$ cat src/rtl/icache_responder_if.sv
// Instruction-side cache bus: datapath request/response and memory fill.
// The cache is the slave; the pipeline and memory model sit on master.
interface icache_responder_if;
   logic        imemREN;
   logic [31:0] imemaddr;
   logic        ihit;
   logic [31:0] imemload;
   logic        iREN;
   logic [31:0] iaddr;
   logic        iwait;
   logic [31:0] iload;

   modport slave (
      input  imemREN,
      input  imemaddr,
      input  iwait,
      input  iload,
      output ihit,
      output imemload,
      output iREN,
      output iaddr
   );

   modport master (
      output imemREN,
      output imemaddr,
      output iwait,
      output iload,
      input  ihit,
      input  imemload,
      input  iREN,
      input  iaddr
   );
endinterface

$ cat src/rtl/icache_responder.sv
// Direct-mapped one-word-per-frame instruction cache.
// Misses fetch a single word from memory and install it unconditionally.
module icache_responder #(
   parameter int SETS = 16
) (
   input  logic              CLK,
   input  logic              RST,
   icache_responder_if.slave bus,
   output logic [31:0]       hit_count,
   output logic [31:0]       miss_count
);

   localparam int IDX  = $clog2(SETS);
   localparam int TAGW = 30 - IDX;

   typedef enum logic {
      IDLE,
      FETCH
   } state_e;

   state_e state_q, state_d;

   logic [29:0]     miss_addr_q, miss_addr_d;
   logic [SETS-1:0] valid_q, valid_d;
   logic [31:0]     hit_cnt_q, hit_cnt_d;
   logic [31:0]     miss_cnt_q, miss_cnt_d;

   logic [TAGW-1:0] tag_q  [SETS];
   logic [31:0]     data_q [SETS];

   logic [IDX-1:0]  req_idx;
   logic [TAGW-1:0] req_tag;
   logic [IDX-1:0]  fill_idx;
   logic [TAGW-1:0] fill_tag;
   logic            hit;
   logic            fill;
   logic            iren;
   logic [31:0]     iaddr;
   logic            unused_lsb;

   assign req_idx    = bus.imemaddr[IDX+1:2];
   assign req_tag    = bus.imemaddr[31:IDX+2];
   assign fill_idx   = miss_addr_q[IDX-1:0];
   assign fill_tag   = miss_addr_q[29:IDX];
   assign unused_lsb = ^bus.imemaddr[1:0];

   always_comb begin
      state_d     = state_q;
      miss_addr_d = miss_addr_q;
      valid_d     = valid_q;
      miss_cnt_d  = miss_cnt_q;
      hit         = 1'b0;
      fill        = 1'b0;
      iren        = 1'b0;
      iaddr       = 32'h0;
      unique case (state_q)
         IDLE: begin
            if (bus.imemREN) begin
               if (valid_q[req_idx] &&
                   tag_q[req_idx] == req_tag) begin
                  hit = 1'b1;
               end else begin
                  miss_addr_d = bus.imemaddr[31:2];
                  miss_cnt_d  = miss_cnt_q + 32'd1;
                  state_d     = FETCH;
               end
            end
         end
         FETCH: begin
            // the fill always finishes, even if imemaddr was redirected
            iren  = 1'b1;
            iaddr = {miss_addr_q, 2'b00};
            if (!bus.iwait) begin
               fill              = 1'b1;
               valid_d[fill_idx] = 1'b1;
               state_d           = IDLE;
            end
         end
         default: state_d = IDLE;
      endcase
      hit_cnt_d = hit_cnt_q + {31'b0, hit};
   end

   assign bus.ihit     = hit;
   assign bus.imemload = hit ? data_q[req_idx] : 32'h0;
   assign bus.iREN     = iren;
   assign bus.iaddr    = iaddr;
   assign hit_count    = hit_cnt_q;
   assign miss_count   = miss_cnt_q;

   always_ff @(posedge CLK) begin
      if (RST) begin
         state_q     <= IDLE;
         miss_addr_q <= 30'h0;
         valid_q     <= '0;
         hit_cnt_q   <= 32'h0;
         miss_cnt_q  <= 32'h0;
      end else begin
         state_q     <= state_d;
         miss_addr_q <= miss_addr_d;
         valid_q     <= valid_d;
         hit_cnt_q   <= hit_cnt_d;
         miss_cnt_q  <= miss_cnt_d;
      end
   end

   // tag/data need no reset; valid alone gates their use
   always_ff @(posedge CLK) begin
      if (fill && !RST) begin
         tag_q[fill_idx]  <= fill_tag;
         data_q[fill_idx] <= bus.iload;
      end
   end

endmodule

$ cat src/flat_wrapper.sv
// flat-port wrapper written by rule: the top's interface ports become plain ports
module icache_responder_flat 
#(
   parameter int SETS = 16
)
  (CLK, RST, hit_count, miss_count, bus_imemREN, bus_imemaddr, bus_iwait, bus_iload, bus_ihit, bus_imemload, bus_iREN, bus_iaddr);
  icache_responder_if bus_i ();
  input  logic CLK;
  input  logic RST;
  output logic [31:0] hit_count;
  output logic [31:0] miss_count;
  input wire logic [$bits(bus_i.imemREN)-1:0] bus_imemREN;
  input wire logic [$bits(bus_i.imemaddr)-1:0] bus_imemaddr;
  input wire logic [$bits(bus_i.iwait)-1:0] bus_iwait;
  input wire logic [$bits(bus_i.iload)-1:0] bus_iload;
  output wire logic [$bits(bus_i.ihit)-1:0] bus_ihit;
  output wire logic [$bits(bus_i.imemload)-1:0] bus_imemload;
  output wire logic [$bits(bus_i.iREN)-1:0] bus_iREN;
  output wire logic [$bits(bus_i.iaddr)-1:0] bus_iaddr;
  assign bus_i.imemREN = bus_imemREN;
  assign bus_i.imemaddr = bus_imemaddr;
  assign bus_i.iwait = bus_iwait;
  assign bus_i.iload = bus_iload;
  assign bus_ihit = bus_i.ihit;
  assign bus_imemload = bus_i.imemload;
  assign bus_iREN = bus_i.iREN;
  assign bus_iaddr = bus_i.iaddr;
  icache_responder #(.SETS(SETS)) u_core (.CLK(CLK), .RST(RST), .bus(bus_i), .hit_count(hit_count), .miss_count(miss_count));
endmodule
$ cat config.mk
export PLATFORM = sky130hd
export DESIGN_NAME = icache_responder_flat
export DESIGN_NICKNAME = d
export VERILOG_FILES = /design/src/rtl/icache_responder_if.sv /design/src/rtl/icache_responder.sv /design/src/flat_wrapper.sv
export SDC_FILE = /design/constraint.sdc
export NUM_CORES = 1
export LEC_CHECK = 0
export CORE_MARGIN = 4
export CORE_UTILIZATION = 45
export DETAILED_ROUTE_END_ITERATION = 10
export HOLD_SLACK_MARGIN = 0.05
export PLACE_DENSITY_LB_ADDON = 0.25
export SYNTH_ARGS = -nofsm -noshare
export SYNTH_HDL_FRONTEND = slang
export SYNTH_SLANG_ARGS = --single-unit
$ cat constraint.sdc
create_clock -name CLK -period 4.59 [get_ports CLK]
set_clock_uncertainty 0.05 [all_clocks]
set_input_delay 0.459 -clock CLK [delete_from_list [all_inputs] [get_ports CLK]]
set_output_delay 0.459 -clock CLK [all_outputs]
set_load 0.03 [all_outputs]
# --- Word-level counts from Yosys, hierarchy flattened ---
# Memories as Yosys holds them, arrays and structs flattened.
# Index checks and enable logic that the tools add are counted.
classes:
  n_addsub: 2
  multipliers: 0
  div_mod_pow: 0
  order_cmp: 3
  eq_ne: 1
  n_shift: 0
  muxes: 18
  bitwise: 4
  n_reduce_logical: 6
ops:
  columns: ["operator", "count"]
  rows:
  - ["2-to-1 mux 32 bit", 2]
  - ["adder 32 x 1 -> 32 bit", 1]
  - ["adder 32 x 1 -> 32 bit (second input constant)", 1]
  - ["== test 26 bit", 1]
  - ["bitwise OR 16 bit", 1]
  - ["2-to-1 mux 1 bit", 13]
  - ["< comparator 4 x 5 -> 1 bit (second input constant)", 2]
  - ["binary-select mux 1 bit (select 4 bit)", 1]
  - ["demux 1 bit (select 4 bit)", 1]
  - ["greater-or-equal comparator 4 x 1 -> 1 bit (second input constant)", 1]
  - ["logical AND 1 bit", 3]
  - ["inverter 1 bit", 3]
  - ["AND reduction 3 bit", 1]
  - ["case mux 1 bit (2 select lines)", 1]
  - ["AND reduction 2 bit", 1]
  - ["zero test 1 bit", 1]
word_totals:
  ff_bits: 111
  latch_bits: 0
  mem_bits_rw: 928
  rom_bits: 0
  inputBits: 68
  word_cells: 41
  n_memories: 2
memory_table:
  columns: ["memory", "words", "width", "rd", "rd_clocked_by_memory_dff", "wr", "line", "text"]
  rows:
  - ["u_core.data_q", 16, 32, 1, 0, 1, "icache_responder.sv:29", "logic [31:0] data_q [SETS];"]
  - ["u_core.tag_q", 16, 26, 1, 0, 1, "icache_responder.sv:28", "logic [TAGW-1:0] tag_q [SETS];"]

# --- Logic depth before layout (Yosys ltp) ---
# Gate-level depths: netlist of the first run.
logic_depth:
  word_depth: 7
  ltp_mapped: 23
  depth_no_buf: 17

# --- Least setup slack after synthesis of the first run ---
# No wires, ideal clock.
synth_timing:
  path_type: "input port to flip-flop"
  startpoint: "input port bus_imemaddr[2]"
  endpoint: "register u_core.hit_cnt_q[29], in the netlist u_core.hit_count[29]"
  setup_time_ns: 0.128
  arrival_ns: 4.777
  path_slack_ns: -0.364
  stages: 20
  path_buffers: 5
  path_cell_list: "buf_4 -> buf_6 -> buf_4 -> mux4_2 -> mux4_2 -> xnor2_1 -> nand4_1 -> nor3_1 -> buf_2 -> nand4b_2 -> clkbuf_1 -> inv_1 -> ha_1 -> nand3_1 -> nor2_1 -> nand4_1 -> nor3_1 -> nand3_1 -> xor2_1 -> nor2_1"
synth_via:
  elab_chain_len: 7
synth_rtl:
  columns: ["element", "line", "text"]
  rows:
  - ["start: declaration", "flat_wrapper.sv:13", "input wire logic [$bits(bus_i.imemaddr)-1:0] bus_imemaddr;"]
  - ["memory (16 x 26 bit) or binary-select mux 1 bit (select 4 bit) (tied branches)", null, null]
  - ["== test 26 bit or 2-to-1 mux 1 bit (tied branches)", "icache_responder.sv:60, icache_responder.sv:59", null]
  - ["logical AND 1 bit *", "icache_responder.sv:59", "if (valid_q[req_idx] &&"]
  - ["2-to-1 mux 1 bit *", "icache_responder.sv:59", null]
  - ["2-to-1 mux 1 bit *", "icache_responder.sv:58", "if (bus.imemREN) begin"]
  - ["2-to-1 mux 1 bit *", "icache_responder.sv:56", "unique case (state_q)"]
  - ["via bus_ihit", "flat_wrapper.sv:16", "output wire logic [$bits(bus_i.ihit)-1:0] bus_ihit;"]
  - ["adder 32 x 1 -> 32 bit *", "icache_responder.sv:81", "hit_cnt_d = hit_cnt_q + {31'b0, hit};"]
  - ["end signal: assignment", "icache_responder.sv:102", "hit_cnt_q <= hit_cnt_d;"]
  - ["end: declaration", "icache_responder.sv:25", "logic [31:0] hit_cnt_q, hit_cnt_d;"]
# The timed path passes the listed nets; every way through them passes the cells marked *. The select of a mux whose other input is x is not followed.
# A chain may end at the register's enable or synchronous reset.

# --- Final worst setup path of the first run ---
layout_timing:
  startpoint: "memory u_core.tag_q[15][13] (netlist bit)"
  endpoint: "output port bus_imemload[30]"
layout_via:
  elab_chain_len: 7
layout_rtl:
  columns: ["element", "line", "text"]
  rows:
  - ["start: declaration", "icache_responder.sv:28", null]
  - ["memory (16 x 26 bit)", null, null]
  - ["== test 26 bit", "icache_responder.sv:60", "tag_q[req_idx] == req_tag) begin"]
  - ["logical AND 1 bit", "icache_responder.sv:59", null]
  - ["2-to-1 mux 1 bit", "icache_responder.sv:59", null]
  - ["2-to-1 mux 1 bit", "icache_responder.sv:58", null]
  - ["2-to-1 mux 1 bit", "icache_responder.sv:56", null]
  - ["2-to-1 mux 32 bit", "icache_responder.sv:85", "assign bus.imemload = hit ? data_q[req_idx] : 32'h0;"]
  - ["end: declaration", "flat_wrapper.sv:17", "output wire logic [$bits(bus_i.imemload)-1:0] bus_imemload;"]
# Every way passes these cells.

==> results of run 1 <==
[placed cells by master (no fill, tap or decap), types with 19 or more instances in the layout]
cell type,Yosys,layout
a21oi_1,22,22
buf_12,0,46
clkbuf_16,0,108
inv_1,36,34
nand3_1,25,22
buf_4,17,99
nor2b_4,0,28
nand2_1,30,29
clkbuf_1,46,19
xor2_1,22,21
mux2i_1,79,79
mux4_2,270,270
o22ai_1,19,19
edfxtp_1,928,928
clkinv_2,0,24
xnor2_1,54,54
clkdlybuf4s50_1,0,155
dfxtp_1,111,111
nor2_1,111,92
clkinv_1,0,20
and2_1,36,36
nor2_4,0,19
[registers in the layout, indices dropped and copies added, names as in the netlist]
signal / cells
u_core.miss_addr_q: 30
u_core.data_q: 512
u_core.miss_count: 32
u_core.valid_q: 16
u_core.tag_q: 416
u_core.hit_count: 32
u_core.state_q: 1
[what timing repair did]
action                     4_1_cts  5_1_grt
setup buffers                    4        1
gates resized for setup         48       41
pin swaps                        1        7
setup endpoints to repair       32       40
gates cloned                     2        1
[through the flow]
stage	setup TNS (ps)	utilization (%)
finish	0	55.01
global route	-1012	55.00
CTS	-1705	54.90
detailed placement	-4068	50.73
global placement	-1155	50.73
floorplan	0	-
[final cells by class]
cell class              count  share of cell area, %
repair buffers            315                  7.061
diodes                      6                0.03074
multi-input cells         827                  20.96
flip-flops and latches   1039                  61.61
inverters                  36                 0.2869
clock buffers             126                  5.629
well taps                1165                  2.985
clock inverters            68                  1.440
[final timing paths]
| kind | start | to | slack [ps] | cells after the start |
|---|---|---|---|---|
| max reg2reg | u_core.tag_q[15][13] | u_core.hit_count[20] | 120 | 18 |
| min | RST | u_core.miss_count[10] | 210 | 2 |
| max | u_core.tag_q[15][13] | bus_imemload[30] | 10 | 12 |
| min reg2reg | u_core.valid_q[1] | u_core.valid_q[1] | 420 | 2 |
[logic make-up after synthesis]
| group | count (synthesis) | share of synthesized area (%) |
|---|---|---|
| xor gates and xnor gates | 76 | 1.644 |
| AOI/OAI and AO/OA | 94 | 1.588 |
| muxes | 351 | 17.03 |
| DFF | 1039 | 74.30 |
| and+or+nand+nor | 301 | 3.729 |
| other | 1 | 0.009260 |
| adders and majority gates | 3 | 0.09270 |
| buffers and inverters | 141 | 1.604 |
[power by group]
part           leakage, uW  internal (uW)  switching, uW
logic              0.00478            438            458
registers          0.00954          10300           80.3
clock network      0.00169           5000           3520
total               0.0160          15800           4060
[worst max-delay path, delay by kind of cell (launching register included)]
family        cells  cell delay (ps)
buf+inv           5              830
xor+xnor          1              190
mux               2             1020
simple gates      4              980
flops             1              370
[per-layer routing]
metal | up-vias | track usage (%)
met2 | 653 | 34.19
met4 | 6 | 5.232
met1 | 10920 | 27.54
met3 | 154 | 3.756
li1 | 8775 | -
met5 | - | 0
==> metrics.md, run 1 <==
| Metric | Value |
|---|---|
| DR top layer | met5 |
| Htree depth | 3 |
| Worst slack at placement | -330.7 ps |
| Total Die Area | 0.09485 sq mm |
| Final worst-path setup slack | a little over 10 ps |
| Final hold viol count | 0 |
| Status | complete, no violations |
| Yosys top cell area share | 68.81% |
| Port bufs | 193 |
| Skew-Pair Late Insertion Delay | 680 ps |
| Top post-synthesis cells by count | edfxtp_1 (928), mux4_2 (270), dfxtp_1 (111), nor2_1 (111), mux2i_1 (79) |
| Worst hold path class | input port to register |
| CP Class | register to primary output |
| Met3 WL post-DR | 6.153 mm |
| Layout cell share with drive strength beyond 1 | between 20% and 30% |
| Num ports | 198 |
| Top FF cell, synth | edfxtp_1 |
| Syn avg cell area | about 20 sq um |
| Slew HR | 27.23% |
| Sequential element share of the synthesized area | 74.30% |
| Synth area leaders | edfxtp_1 (69%), mux4_2 (15%), dfxtp_1 (5.5%), mux2i_1 (2.0%), xnor2_1 (1.2%) |
| Post-route cell area | about 0.049 sq mm |
| Async SR Flop Fraction | 0% |
| Pins Over Slew Limit | 0 |
| Post-Route WL | between 90 and 100 mm |
| Maximum fanout along the worst path | 8 |
| DIE WIDTH | 308.0 um |
| Total power | 19840 uW |
| Number of CTS-inserted buffers | about 110 |
| GP Congestion | 0.7721 |
| Yosys warning count | 0 |
| Clock tree root buffer cell | clkbuf_16 |
| Finish-stage setup viols | 0 |
| WP data arrival | 4070 ps |
| Post-Layout Cell Count | 3582 |
| Yosys reg bits | 1039 |
| Top cell type by total area after synthesis | edfxtp_1 |
| Crit. End Element | primary output |
| Layout filler cell count | between 6000 and 7000 |
| Rows | 109 |
| Most common cell in the netlist | edfxtp_1 |
| Final Cycle Share | 99.78% |
| Core area | 0.08878 sq mm |
| Synth-to-Final Area Change | 20.60% |
| Final nets | 2396 |
| Largest stage delay, worst path | 560 ps |
| VDD IR-drop max | 279.9 uV |
| Initial Utilization | 45.61% |
| Clock slew at reported path FFs | ~60 ps |
| Min Clock Period, post-route | 4580 ps |
| CTS tree | yes |
| First-pass GRT wire length | 141.2 mm |
| Post-Route M1 WL | roughly 40 mm |
| Max capacitance violation total | 0 |
| Crit-path slowest cell | or4_4 |
| Per-cell routed wire length | 26.80 um |
| Antenna Nets Post-Route | 0 |
| Dpl cell area | 0.04504 sq mm |
| Post-DP HPWL | 52.41 mm |
| Fmax | 218.4 MHz |
| Placed insts | 3395 |
| P_leak | 0.01601 uW |
| FF/Latch Area | roughly 0.030 sq mm |
| Final hold slack | 206.1 ps |
| Starting DRT DRC Count | 1964 |
| GRT Util Overall | 20.27% |
| Via density | 5.726 |
| Unique cell type count in the Yosys netlist | 50 |
| Vias in the first global route | about 21000 |
| Drt drc | 0 |
| GRT Residual Overflow | 0 |
| Die Height | 308.0 um |
| Power Density | 406.2 mW/mm^2 |
| Critical path required time | 4080 ps |
| CP Cell Sequence | mux4_2 -> mux4_2 -> xor2_4 -> or4_4 -> nor4_4 -> buf_4 -> nand4b_4 -> buf_8 -> clkbuf_16 -> nor2b_4 -> buf_6 -> buf_12 |
| CTS Buffer Depth | 3 |
| Initial antenna violation count | 10 |
| # clock sinks | 1039 |
| Post-CTS Hold Fix Bufs | 0 |
| Crit path launch type | register |
| Worst Tran Pin Value | 1092 ps |
| Multi-input logic area | ~0.01 sq mm |
| WL met2 | 47.97 mm |
| Post-synth EDFFs | between 900 and 1000 |
| Largest net degree at the start of global routing | 77 |
| Syn Inst Count | 2006 |
| Most Frequent Cell on Critical Path | mux4_2 |
| Mapped cell area | 0.04050 sq mm |
| Via count | approximately 21000 |
| Unrepaired setup endpoints after global routing | yes |
| Drt first pass iters | 5 |
No activity file was read; power rests on OpenSTA's default activity.
==> inputs of run 2 (changes only) <==
--- a/config.mk
+++ b/config.mk
@@ -5,11 +5,14 @@
 export SDC_FILE = /design/constraint.sdc
 export NUM_CORES = 1
 export LEC_CHECK = 0
+export ABC_CLOCK_PERIOD_IN_PS = 4590
+export CORE_ASPECT_RATIO = 0.75
 export CORE_MARGIN = 4
 export CORE_UTILIZATION = 45
 export DETAILED_ROUTE_END_ITERATION = 10
 export HOLD_SLACK_MARGIN = 0.05
 export PLACE_DENSITY_LB_ADDON = 0.25
+export SKIP_CTS_REPAIR_TIMING = 1
 export SYNTH_ARGS = -nofsm -noshare
 export SYNTH_HDL_FRONTEND = slang
 export SYNTH_SLANG_ARGS = --single-unit
==> metrics.md, run 2 (synthesis gave the netlist of run 1 again) <==
| Metric | Value |
|---|---|
| Die Height | between 200 and 300 um |
| Crit. End Element | primary output |
| CP Class | register to primary output |
| Rows | 94 |
| Via count | between 20000 and 25000 |
| Setup crit start | u_core.tag_q[7][13] |
| Crit path launch type | register |
| Htree depth | 3 |
| WP data arrival | 3940 ps |
| Number of CTS-inserted buffers | 100 |
| Min Clock Period, post-route | roughly 4400 ps |
| Final nets | between 2000 and 2500 |
| Clock slew at reported path FFs | 60 ps |
| Commonest non-fill, non-tap cell in the layout | edfxtp_1 |
| Slew HR | 29.35% |
| Worst Tran Pin Value | 1060 ps |
| Largest register FFs | around 510 |
| Per-cell routed wire length | 26.30 um |
| Finish-stage setup viols | 0 |
| Synth-to-Final Area Change | 19.35% |
| Fmax | 225.0 MHz |
| Largest Register | u_core.data_q |
| Post-route cell area | ~0.048 sq mm |
| Num ports | 198 |
| Antenna Nets Post-Route | 0 |
| Max capacitance violation total | 0 |
| Power Density | 409.3 mW/mm^2 |
| Maximum fanout along the worst path | 32 |
| Pins Over Slew Limit | 0 |
| Via density | 5.665 |
| GRT Util Overall | 19.88% |
| P_leak | 0.01571 uW |
| Clock tree root buffer cell | clkbuf_16 |
| Worst setup path end | bus_imemload[2] |
| CTS Buffer Depth | 3 |
| First-pass GRT wire length | 139.9 mm |
| Critical path required time | 4080 ps |
| Slack of the worst reg-to-reg path | 430 ps |
| Status | complete, no violations |
| Starting DRT DRC Count | 1932 |
| Largest net degree at the start of global routing | 98 |
| Port bufs | 193 |
| Vias in the first global route | ~21000 |
| Post-DP HPWL | 52.40 mm |
| Worst r2r dst | u_core.hit_count[28] |
| Initial antenna violation count | 2 |
| Dpl cell area | 0.04486 sq mm |
| DIE WIDTH | between 300 and 400 um |
| CTS tree | yes |
| GRT Residual Overflow | 0 |
| Layout cell share with drive strength beyond 1 | 25.15% |
| Commonest cells after routing, fill and taps aside | edfxtp_1 (928), mux4_2 (270), clkdlybuf4s50_1 (155) |
| Initial Utilization | 45.79% |
| Skew-Pair Late Insertion Delay | between 600 and 700 ps |
| Core area | between 0.08 and 0.09 sq mm |
| # clock sinks | 1039 |
| Worst hold path class | input port to register |
| GP Congestion | 0.7978 |
| Final hold viol count | 0 |
| HP Start | RST |
| Drt first pass iters | 5 |
| Total Die Area | around 0.095 sq mm |
| Layout filler cell count | 6713 |
| R2R depth | 16 |
| Drt drc | 0 |
| VDD IR-drop max | 266.3 uV |
| Final hold slack | 117.1 ps |
| Top flop regs | u_core.data_q x512, u_core.tag_q x416 |
| Post-Route WL | about 94 mm |
| Final Cycle Share | 96.84% |
| Unrepaired setup endpoints after global routing | no |
| Worst r2r src | u_core.tag_q[7][13] |
run 2: cell count changes in the layout (fill, tap and decap cells not counted), sizes merged:
| cell | delta |
|---|---|
| diode | -5 |
| clkinv | -13 |
| inv | -2 |
| bufinv | -1 |
| buf | -23 |
| clkbuf | +8 |
| clkinvlp | +2 |
run 2: cell type report:
| type | count | area [sq um] | share of cell area, % |
|---|---|---|---|
| clock inverter | 54 | 600.6 | 1.243 |
| sequential | 1039 | 30090 | 62.26 |
| multi-input combinational | 827 | 9948 | 20.58 |
| inverter | 36 | 140.1 | 0.2899 |
| clock buffer | 135 | 2840 | 5.877 |
| tap | 1200 | 1501 | 3.107 |
| timing repair buffer | 291 | 3209 | 6.640 |
| antenna | 1 | 2.502 | 0.005178 |
run 2: worst min-delay path by stage:
stage | end | depth (start not counted) | slack [ps]
floorplan | u_core.valid_q[12] | 2 | 400
global placement | u_core.valid_q[0] | 2 | 410
detailed placement | u_core.valid_q[2] | 2 | 410
CTS | u_core.miss_count[12] | 2 | 70
global route | u_core.miss_count[29] | 2 | 100
finish | u_core.miss_count[8] | 2 | 120
run 2: critical path: stages, from the launching register on:
cell and delay [ps]:
edfxtp_1 380, mux4_2 480, mux4_2 480, xor2_1 190, or4_4 580, nor4_4 220, nand4b_4 180, buf_8 230
nor2b_1 330, buf_12 160
run 2: metal layers:
metal  track usage [%]  up-vias  share of wire [%]
met1             28.54    10820                 43
met2             32.47      625                 49
li1                  -     8717                  -
met4             4.654        2                1.9
met5                 0        -              0.021
met3             3.325      129                5.9
run 2: metrics by stage:
stage	utilization (%)	TNS (ps)	setup slack, ps	cells	total power, uW
2_1_floorplan	-	0	13.03	2007	11150
3_3_place_gp	50.73	-107.2	-43.09	3393	11490
3_5_place_dp	50.73	-589.9	-107.7	3393	11510
4_1_cts	54.62	-2020	-151.2	3582	19970
5_1_grt	54.65	0	15.43	3583	20430
6_report	54.65	0	145.2	3583	19780
run 2: power by group:
group | switching [uW] | internal [uW] | leakage (uW)
sequential | 81.8 | 10300 | 0.00954
combinational | 460 | 420 | 0.00450
clock | 3460 | 5020 | 0.00167
total | 4000 | 15800 | 0.0157
